$ cat config.mk
export PLATFORM = sky130hd
export DESIGN_NAME = card_dealer
export DESIGN_NICKNAME = d
export VERILOG_FILES = /design/src/rtl/card_dealer_pkg.sv /design/src/rtl/card_dealer_lfsr16.sv /design/src/rtl/card_dealer.sv
export SDC_FILE = /design/constraint.sdc
export NUM_CORES = 1
export LEC_CHECK = 0
export CAP_MARGIN = 20
export CORE_AREA = 2 2 289 291
export DETAILED_ROUTE_END_ITERATION = 10
export DIE_AREA = 0 0 291 293
export GPL_TIMING_DRIVEN = 0
export PLACE_DENSITY_LB_ADDON = 0.1
export SLEW_MARGIN = 20
export SYNTH_ARGS = -nofsm -noshare
export SYNTH_HDL_FRONTEND = slang
export SYNTH_HIERARCHICAL = 1
export SYNTH_SLANG_ARGS = --single-unit
$ cat constraint.sdc
create_clock -name i_clk -period 4.5 [get_ports i_clk]
set_input_delay 0.45 -clock i_clk [delete_from_list [all_inputs] [get_ports i_clk]]
set_output_delay 0.45 -clock i_clk [all_outputs]
set_load 0.05 [all_outputs]
$ cat src/rtl/card_dealer_pkg.sv
// Shared types and constants for the card dealer and its LFSR.
package card_dealer_pkg;

  typedef logic [3:0] card;

  localparam int          DECK_SIZE    = 52;
  localparam card         ACE_VALUE    = 4'd1;
  localparam card         FACE_VALUE   = 4'd10;
  localparam logic [15:0] DEFAULT_SEED = 16'hACE1;
  localparam logic [15:0] LFSR_MASK    = 16'hB400;

  typedef enum logic {
    ST_SHUFFLE = 1'b0,
    ST_READY   = 1'b1
  } state_e;

  // Blackjack value of slot k in a freshly collected deck: ranks A..K, faces count 10.
  function automatic card canon_value(input int k);
    int v;
    v = (k % 13) + 1;
    if (v > int'(FACE_VALUE)) v = int'(FACE_VALUE);
    return card'(v);
  endfunction

endpackage

$ cat src/rtl/card_dealer_lfsr16.sv
// 16-bit Galois LFSR, free-running; reseeded while reset is held.
module lfsr16 #(
  parameter logic [15:0] DEFAULT_SEED = card_dealer_pkg::DEFAULT_SEED
) (
  input  logic        i_clk,
  input  logic        i_reset_n,
  input  logic [15:0] i_seed,
  output logic [15:0] o_value
);

  logic [15:0] lfsr_q, lfsr_d;

  // Shift right, fold the mask in when the bit falling out is set.
  always_comb begin
    lfsr_d = lfsr_q >> 1;
    if (lfsr_q[0]) lfsr_d = (lfsr_q >> 1) ^ card_dealer_pkg::LFSR_MASK;
  end

  // A zero seed would lock the register up, so fall back to the default.
  always_ff @(posedge i_clk) begin
    if (!i_reset_n) lfsr_q <= (i_seed == 16'd0) ? DEFAULT_SEED : i_seed;
    else            lfsr_q <= lfsr_d;
  end

  assign o_value = lfsr_q;

endmodule

$ cat src/rtl/card_dealer.sv
// 52-card blackjack deck with in-place Fisher-Yates shuffle and single-card dealing.
module card_dealer
  import card_dealer_pkg::*;
#(
  parameter bit          SHUFFLE_EN   = 1'b1,
  parameter logic [15:0] DEFAULT_SEED = card_dealer_pkg::DEFAULT_SEED
) (
  input  logic        i_clk,
  input  logic        i_reset_n,
  input  logic [15:0] i_seed,
  input  logic        i_dealReq,
  input  logic        i_shuffle,
  output logic        o_addNewCard,
  output card         o_newCard,
  output logic [5:0]  o_cardsRemaining,
  output logic        o_deckEmpty,
  output logic        o_busy
);

  localparam state_e     RESET_STATE = SHUFFLE_EN ? ST_SHUFFLE : ST_READY;
  localparam logic [5:0] LAST_IDX    = 6'(DECK_SIZE - 1);

  state_e      state_q, state_d;
  logic [5:0]  idx_q, idx_d;
  logic [5:0]  ptr_q, ptr_d;
  card         deck_q [DECK_SIZE];
  logic        add_q;
  card         newCard_q;
  logic        swap_go, deal_go;
  logic [15:0] lfsr;
  logic [5:0]  r;
  logic        lfsr_unused;

  lfsr16 #(.DEFAULT_SEED(DEFAULT_SEED)) u_lfsr (
    .i_clk    (i_clk),
    .i_reset_n(i_reset_n),
    .i_seed   (i_seed),
    .o_value  (lfsr)
  );

  // Only the low six bits pick the swap partner; out-of-range picks are rejected.
  assign r           = lfsr[5:0];
  assign lfsr_unused = ^lfsr[15:6];

  // Next state: one swap per accepted sample while shuffling, otherwise shuffle/deal.
  always_comb begin
    state_d = state_q;
    idx_d   = idx_q;
    ptr_d   = ptr_q;
    swap_go = 1'b0;
    deal_go = 1'b0;
    case (state_q)
      ST_SHUFFLE: begin
        if (r <= idx_q) begin
          swap_go = 1'b1;
          if (idx_q == 6'd1) state_d = ST_READY;
          else               idx_d   = idx_q - 6'd1;
        end
      end
      ST_READY: begin
        // Shuffle beats a simultaneous deal request.
        if (i_shuffle) begin
          ptr_d = 6'd0;
          if (SHUFFLE_EN) begin
            state_d = ST_SHUFFLE;
            idx_d   = LAST_IDX;
          end
        end else if (i_dealReq && (int'(ptr_q) < DECK_SIZE)) begin
          deal_go = 1'b1;
          ptr_d   = ptr_q + 6'd1;
        end
      end
      default: state_d = ST_READY;
    endcase
  end

  // Control registers.
  always_ff @(posedge i_clk) begin
    if (!i_reset_n) begin
      state_q <= RESET_STATE;
      idx_q   <= LAST_IDX;
      ptr_q   <= 6'd0;
    end else begin
      state_q <= state_d;
      idx_q   <= idx_d;
      ptr_q   <= ptr_d;
    end
  end

  // Deck storage: canonical load on reset, swap of slots idx and r when accepted.
  always_ff @(posedge i_clk) begin
    if (!i_reset_n) begin
      for (int k = 0; k < DECK_SIZE; k++) deck_q[k] <= canon_value(k);
    end else if (swap_go) begin
      deck_q[idx_q] <= deck_q[r];
      deck_q[r]     <= deck_q[idx_q];
    end
  end

  // Deal strobe and card; the card value holds until the next deal.
  always_ff @(posedge i_clk) begin
    if (!i_reset_n) begin
      add_q     <= 1'b0;
      newCard_q <= '0;
    end else begin
      add_q <= deal_go;
      if (deal_go) newCard_q <= deck_q[ptr_q];
    end
  end

  assign o_addNewCard     = add_q;
  assign o_newCard        = newCard_q;
  assign o_cardsRemaining = 6'(DECK_SIZE) - ptr_q;
  assign o_deckEmpty      = (int'(ptr_q) == DECK_SIZE);
  assign o_busy           = (state_q == ST_SHUFFLE);

endmodule
Word-level counts from Yosys, hierarchy flattened. Memory sizes are Yosys's and may differ from the RTL's. A register that Yosys moved wholly into a read port is not among the register bits. Index checks and enable logic that the tools add are counted.

$add $sub $neg: 3. Magnitude comparators: 2. Equal/unequal tests: 5. Multiplexer cells: 31. Bitwise gates (word level): 2. Reductions and logical operators: 8.

Operator list (count): $mux W6 (9); $mux W16 (3); $logic_not A16 Y1 (1); $mux W1 (14); $mux W4 (3); $pmux W6 S2 (1); $reduce_or A4 Y1 (2); $add A6 B1 Y6 const B (1); $eq A6 B1 Y1 const B (1); $eq A6 B5 Y1 const B (1); $le A6 B6 Y1 (1); $lt A6 B6 Y1 const B (1); $sub A6 B1 Y6 const B (1); $sub A6 B6 Y6 const A (1); $ne A2 B2 Y1 const B (2); $not A3 Y4 (1); $reduce_and A3 Y1 (1); $ne A2 B1 Y1 const B (1); $pmux W1 S2 (1); $reduce_and A2 Y1 (1); $reduce_bool A2 Y1 (1); $logic_and A1 B1 Y1 (1); $logic_not A1 Y1 (1); $not A1 Y1 (1).

Register bits after elaboration: 30. Memory bits (writable): 208. Input port bits: 20. Output and inout bits: 13. Word-level logic and storage cells: 57. Memories: 1.

Memory list: deck_q (words 52, width 4, rd ports 3, clocked after Yosys merged registers in 3, write ports 52, RTL line card_dealer.sv:26) `card deck_q [DECK_SIZE];`.

Longest topological paths before layout. Gate-level depths: netlist (run 1).

Word-level depth: 8. Gate-level depth with buffers: 14. Gate-level depth less buffers: 8.

Cells and area by module. Netlist (run 1), hierarchy kept.

By module, submodules not included: card_dealer (instances 1, cells each 1654, area an instance 19752.7 um^2, seq. area each 8167.8 um^2); lfsr16 (instances 1, cells each 57, area an instance 635.6 um^2, seq. area each 320.3 um^2).

Worst setup path before layout (run 1). Ideal clock, no wire load.

Path type: register -> register. Start point: register u_lfsr.lfsr_q[0], in the netlist u_lfsr/o_value[0]. End point: memory deck_q[50][0] (netlist name) (enable). Setup time: 0.345 ns. Data arrival time: 3.056 ns. Data required time: 4.155 ns. Slack: 1.099 ns. Stages on the path, launching flop included: 14. Path buffers: 6. Period minus slack after synthesis: 3.401 ns. Cells stage by stage: dfxtp_1 -> buf_2 -> buf_4 -> inv_1 -> buf_2 -> buf_4 -> ha_1 -> nand2_1 -> nor3_1 -> a31o_2 -> clkbuf_1 -> nand3_1 -> clkbuf_1 -> o211ai_1.

RTL lines: start, declared (RTL line card_dealer_lfsr16.sv:11) `logic [15:0] lfsr_q, lfsr_d;`; start signal, assigned (RTL line card_dealer_lfsr16.sv:21) `if (!i_reset_n) lfsr_q <= (i_seed == 16'd0) ? DEFAULT_SEED : i_seed;`; start signal, assigned (RTL line card_dealer_lfsr16.sv:22) `else lfsr_q <= lfsr_d;`; end, declared (RTL line card_dealer.sv:26).

==> results.ini, run 1 <==
[cts]
cts-hold-fix-buffers = 0
clock_sinks = 296
cts_tree = yes
cts-root-buf = clkbuf_16
htree_num_levels = 2
clock_latency_ns = 0.60
cts_buffer_depth = 3
path_clk_slew_ns = 0.06
cts_buffers = 41

[sta]
final_max_slew_viol_count = 0
tightest_slew_ns = 1.344
hold_viol_final = 0
setup_viol = 24
fmax_ghz = 0.2175
period_share = 1.022
setup_tns_ns = -0.9815
timing.hold.ws_ns = 0.3059
fin_crit_ns = 4.599
finClkSkew_ns = 0.02054
rsz0062_at_grt = no
timing.final.ws_setup_ns = -0.09853
max_slew_margin = 0.1039

[layout]
post-route-util = 0.2943
stdcell_area_um2 = 24090
drive_gt1_frac = 0.2650
syn2layout_area_growth_pct = 18.13
layout.nets = 1850
fillers = 8472
stdcell_count = 2928

[yosys]
synthesis.nets = 1741
synth_top_area_frac = 0.3770
synth-async-reset-ratio = 0
synth.area.top_cells = edfxtp_1 (38%), mux4_2 (18%), mux2i_1 (4.2%)
synth_commonest_cells = edfxtp_1 (256), mux4_2 (167), o22ai_1 (136), nand2_1 (109)
ys_ff_latch = 296
yosysTopAreaCell = edfxtp_1
yosys_warnings = 6
yosysUniqueCellTypes = 78
syn_avg_cell_area_um2 = 11.92
yosysMostFrequentCell = edfxtp_1
netlist_instances = 1711
synth_edf_count = 256
synth_flop_cell = edfxtp_1
synth-seq-area-share = 0.4163
synth.cell_area_um2 = 20390

[power]
switchingPower_mw = 5.312
p_comb_frac = 0.436
switching_share = 0.4558
sequentialPowerShare = 0.281
vdd.ir_drop.worst_v = 0.0002052
power_density_nw_per_um2 = 483.9
leakagePower_nw = 7.135
p_total_mw = 11.65
p_int_mw = 6.343
pwr-share-clk = 0.283

[global_route]
grt_pass1_vias = 18650
grt_overflow = 0
grt_pass1_wl_um = 182000
grt_max_degree = 20
grtUsageTotal = 0.3213
grt_antenna_before_repair = 15

[drt]
drt-vias-per-instance = 6.751
wirelength_um = 139500
wl_met3_um = 15290
wl_met1_um = 54820
first_pass_iters = 6
ant_nets = 0
wl_met2_um = 59730
wl_per_cell_um = 47.64
drt_iter0_drc = 3332
drc = 0
num_vias = 19770
routed.top_layer = met5

[die]
initial_core_util = 0.2491
core_um2 = 81850
dieWidth_um = 291
num_rows = 105
die_h_um = 293
ios = 33
die-area_um2 = 85260

[critical_path]
r2r_end = deck_q[41][2]
cp_slowest_cell = buf_2
start_kind = register
cp_data_required_time_ns = 4.75
crit_chain = buf_4, buf_4, buf_2, clkbuf_4, nand2_1, nor2_2, buf_4, buf_2, nand2_1, nand3_1
timing.critical_path.mode_cell = buf_4
endpoint_kind = register
crit_type = register to register
cp_max_fo = 10
r2r_slack_ns = -0.1
r2r_start = u_lfsr/o_value[0]
r2r_cells = 10
arrival_ns = 4.85
slowest_delay_ns = 0.52

[placement]
io_buffer_count = 31
pre_cts_slack_ns = -1.780
gp_congestion = 1.008
place_area_um2 = 22220
dp_hpwl_um = 104200
placedCellCount = 2822

[run]
timing.max_cap.violations = 0

[status]
violations = setup timing
status = complete, but fails checks

[hold_path]
hold_path_end = u_lfsr/o_value[3]
whs_path_depth = 2
hp-start = i_reset_n
hold_path_class = primary input to register

==> metal layers <==
metal,track usage,up-vias
li1,-,7374
met1,0.4167,10290
met2,0.4853,1663
met3,0.09024,429
met4,0.1731,8
met5,0,-
==> registers in the layout (all words and copies together), names as in the netlist, named ones only <==
signal,count
deck_q,256
u_lfsr/o_value,16
idx_q,6
ptr_q,6
o_newCard,4
o_addNewCard,1
state_q,1
==> what timing repair did <==
| item | in CTS | in global routing |
|---|---|---|
| setup endpoints to repair | 515 | 242 |
| pin swaps | 19 | 3 |
| gates cloned | 0 | 0 |
| resized for setup | 83 | 22 |
| buffers inserted | 25 | 3 |
==> worst max path at each step <==
stage | startpoint | end | slack, ns | depth (start not counted)
after detailed placement | u_lfsr/o_value[0] | deck_q[50][1] | -1.78 | 13
after floorplan | u_lfsr/o_value[0] | deck_q[50][0] | 1.10 | 13
final | u_lfsr/o_value[0] | deck_q[41][2] | -0.1 | 10
after CTS | u_lfsr/o_value[0] | deck_q[25][3] | -0.0004 | 13
after global placement | u_lfsr/o_value[0] | deck_q[9][3] | -2.27 | 12
after global routing | u_lfsr/o_value[0] | deck_q[41][2] | 0.02 | 10
==> kinds of logic after synthesis <==
family | Yosys count | share of synthesized area
mux | 279 | 0.2411
buf+inv | 229 | 0.05554
fa+ha+maj | 10 | 0.006137
compound gates | 509 | 0.1814
xor+xnor | 8 | 0.003436
simple gates | 380 | 0.09610
flops | 296 | 0.4163
==> cell type report <==
type                       instances  area [um^2]  area share
sequential                       296         8488      0.3524
antenna                            5        12.51   0.0005195
inverter                          27        101.3    0.004208
timing repair buffer              70        640.6     0.02660
tap                             1070         1339     0.05558
clock buffer                      54         1137     0.04722
buffer                           198         1142     0.04743
multi-input combinational       1186        11040      0.4585
clock inverter                    22        180.2    0.007481
==> power groups by stage <==
stage | sequential (mW) | clock [mW] | combinational, mW
2_1_floorplan | 3.24 | 0 | 2.30
3_3_place_gp | 3.33 | 0 | 4.70
3_5_place_dp | 3.33 | 0 | 4.72
4_1_cts | 3.27 | 3.30 | 4.82
5_1_grt | 3.28 | 3.41 | 4.99
6_report | 3.28 | 3.30 | 5.08
==> cell usage in the layout, fill, tap and decap left out, types with 56 or more instances in the layout <==
cell type,instances
buf_2,57
a22oi_1,69
buf_4,56
mux2i_1,86
edfxtp_1,256
clkbuf_1,64
mux4_2,167
o22ai_1,128
nand2_1,107
nand3_1,58
a32oi_1,63
==> critical path, delay by kind of cell, from the launching register on <==
family,cells,cell delay (ns)
buffers and inverters,6,2.49
and+or+nand+nor,4,1.20
DFF,1,0.47
(Power assumes the default switching activity.)
==> run 2: changes to the inputs <==
--- a/config.mk
+++ b/config.mk
@@ -7,6 +7,7 @@
 export LEC_CHECK = 0
 export CAP_MARGIN = 20
 export CORE_AREA = 2 2 289 291
+export CTS_BUF_LIST = sky130_fd_sc_hd__clkbuf_16
 export DETAILED_ROUTE_END_ITERATION = 10
 export DIE_AREA = 0 0 291 293
 export GPL_TIMING_DRIVEN = 0
==> run 2 against run 1 <==
Effect of this change: the flow still finishes with violations (setup timing); critical path depth unchanged; die area unchanged; register-to-register slack barely moved; combinational power about the same; non-clock buffer count is 2 lower; via count up 0.36%; core utilization hardly changed; sequential power barely moved.
==> results.ini, run 2 (synthesis gave the netlist of run 1 again) <==
[sta]
timing.final.ws_setup_ns = -0.09446  ; +0.004062 ns
tightest_slew_ns = 1.361  ; +0.01660 ns
period_share = 1.021  ; about the same
setup_viol = 38  ; +58%
fmax_ghz = 0.2177  ; about the same
final_max_slew_viol_count = 0  ; unchanged
fin_crit_ns = 4.594  ; -0.004062 ns
rsz0062_at_grt = no
finClkSkew_ns = 0.02310  ; +0.002552 ns
hold_viol_final = 0  ; unchanged
max_slew_margin = 0.09285  ; -0.01107

[layout]
layout.nets = 1848  ; -0.11%
stdcell_area_um2 = 24060  ; about the same
drive_gt1_frac = 0.2653  ; +0.0002863
mostFrequentLayoutCell = edfxtp_1
post-route-util = 0.2940  ; about the same
final_cell_mix = edfxtp_1 (256), mux4_2 (167), o22ai_1 (127), nand2_1 (107), mux2i_1 (86)
syn2layout_area_growth_pct = 18.02  ; about the same
largest_register_ffs = 256  ; unchanged
top_register = deck_q

[placement]
gp_congestion = 1.008  ; unchanged
io_buffer_count = 31  ; unchanged
place_area_um2 = 22220  ; unchanged
dp_hpwl_um = 104200  ; unchanged

[die]
core_um2 = 81850  ; unchanged
num_rows = 105  ; unchanged
initial_core_util = 0.2491  ; unchanged
dieWidth_um = 291  ; unchanged
die-area_um2 = 85260  ; unchanged
ios = 33  ; unchanged
die_h_um = 293  ; unchanged

[drt]
first_pass_iters = 7  ; +1
wirelength_um = 139400  ; about the same
ant_nets = 0  ; unchanged
drc = 0  ; unchanged
drt_iter0_drc = 3365  ; +0.99%
wl_per_cell_um = 47.66  ; about the same
drt-vias-per-instance = 6.783  ; +0.47%
num_vias = 19840  ; +0.36%

[power]
power_density_nw_per_um2 = 481.7  ; -0.45%
vdd.ir_drop.worst_v = 0.0002057  ; +0.20%
leakagePower_nw = 7.155  ; +0.29%

[critical_path]
crit_type = register to register
cp_max_fo = 10  ; unchanged
cp_data_required_time_ns = 4.80  ; +0.05 ns
arrival_ns = 4.90  ; +0.05 ns
start_kind = register
endpoint_kind = register

[cts]
cts_tree = yes
cts-root-buf = clkbuf_16
clock_latency_ns = 0.59  ; about the same
path_clk_slew_ns = 0.06  ; about the same
htree_num_levels = 2  ; unchanged
clock_sinks = 296  ; unchanged
cts_buffers = 41  ; unchanged
cts_buffer_depth = 3  ; unchanged

[global_route]
grt_pass1_wl_um = 182000  ; about the same
grt_max_degree = 20  ; unchanged
grt_pass1_vias = 18620  ; -0.19%
grt_overflow = 0  ; unchanged
grt_antenna_before_repair = 15  ; unchanged
grtUsageTotal = 0.3213  ; about the same

[status]
violations = setup timing
status = complete, but fails checks

[hold_path]
hold_path_class = primary input to register

[run]
timing.max_cap.violations = 0  ; unchanged

-- run 2: worst paths after layout --
path / startpoint / to / slack (ns) / cells after the start
setup / recovery: u_lfsr/o_value[1] / deck_q[31][3] / -0.09 / 10
hold / removal: i_reset_n / u_lfsr/o_value[3] / 0.31 / 2
setup reg to reg: u_lfsr/o_value[1] / deck_q[31][3] / -0.09 / 10
hold reg to reg: u_lfsr/o_value[9] / u_lfsr/o_value[8] / 0.46 / 1
-- run 2: worst max-delay path, stage by stage, from the launching register on --
cell and delay, ns:
dfxtp_1 0.47, clkbuf_4 0.40, buf_4 0.37, buf_4 0.39, buf_2 0.50, o22ai_1 0.22, a22oi_1 0.44, and4b_1 0.26
buf_2 0.39, clkdlybuf4s15_2 0.66, o22ai_1 0.15
-- run 2: metal layers --
metal	track usage	vias up	share of wire
li1	-	7369	-
met1	0.4167	10430	0.40
met2	0.4855	1623	0.43
met3	0.09054	411	0.11
met4	0.1722	6	0.066
met5	0	-	0.00024
-- run 2: final cells by class --
cell class / instances / area, um^2
Buffer: 197 / 1139
Clock inverter: 33 / 221.5
Clock buffer: 43 / 1076
Multi-Input combinational cell: 1186 / 11060
Tap cell: 1070 / 1339
Fill cell: 8467 / 57790
Timing Repair Buffer: 69 / 629.4
Inverter: 27 / 101.3
Sequential cell: 296 / 8488
Antenna cell: 4 / 10.01
-- run 2: repair_timing --
action | 4_1_cts | 5_1_grt
resized for setup | 83 | 24
setup endpoints to repair | 515 | 257
pin swaps | 19 | 3
setup buffers | 25 | 3
hold buffers | 0 | 0
-- run 2: through the flow --
step	setup slack, ns	hold slack (ns)	instances	total power, mW	TNS [ns]
floorplan	1.099	0.4329	1711	5.547	0
global placement	-2.270	0.4398	2812	8.027	-502.43
detailed placement	-1.780	0.4552	2822	8.049	-402.35
CTS	-0.0003086	0.2860	2919	11.34	-0.0003086
global route	0.002967	0.3167	2921	11.62	0
finish	-0.09446	0.3075	2925	11.59	-1.467
-- run 2: report_power, final --
group          switching, mW  internal (mW)
Combinational           3.78           1.29
Clock                   1.39           1.85
Sequential             0.136           3.14
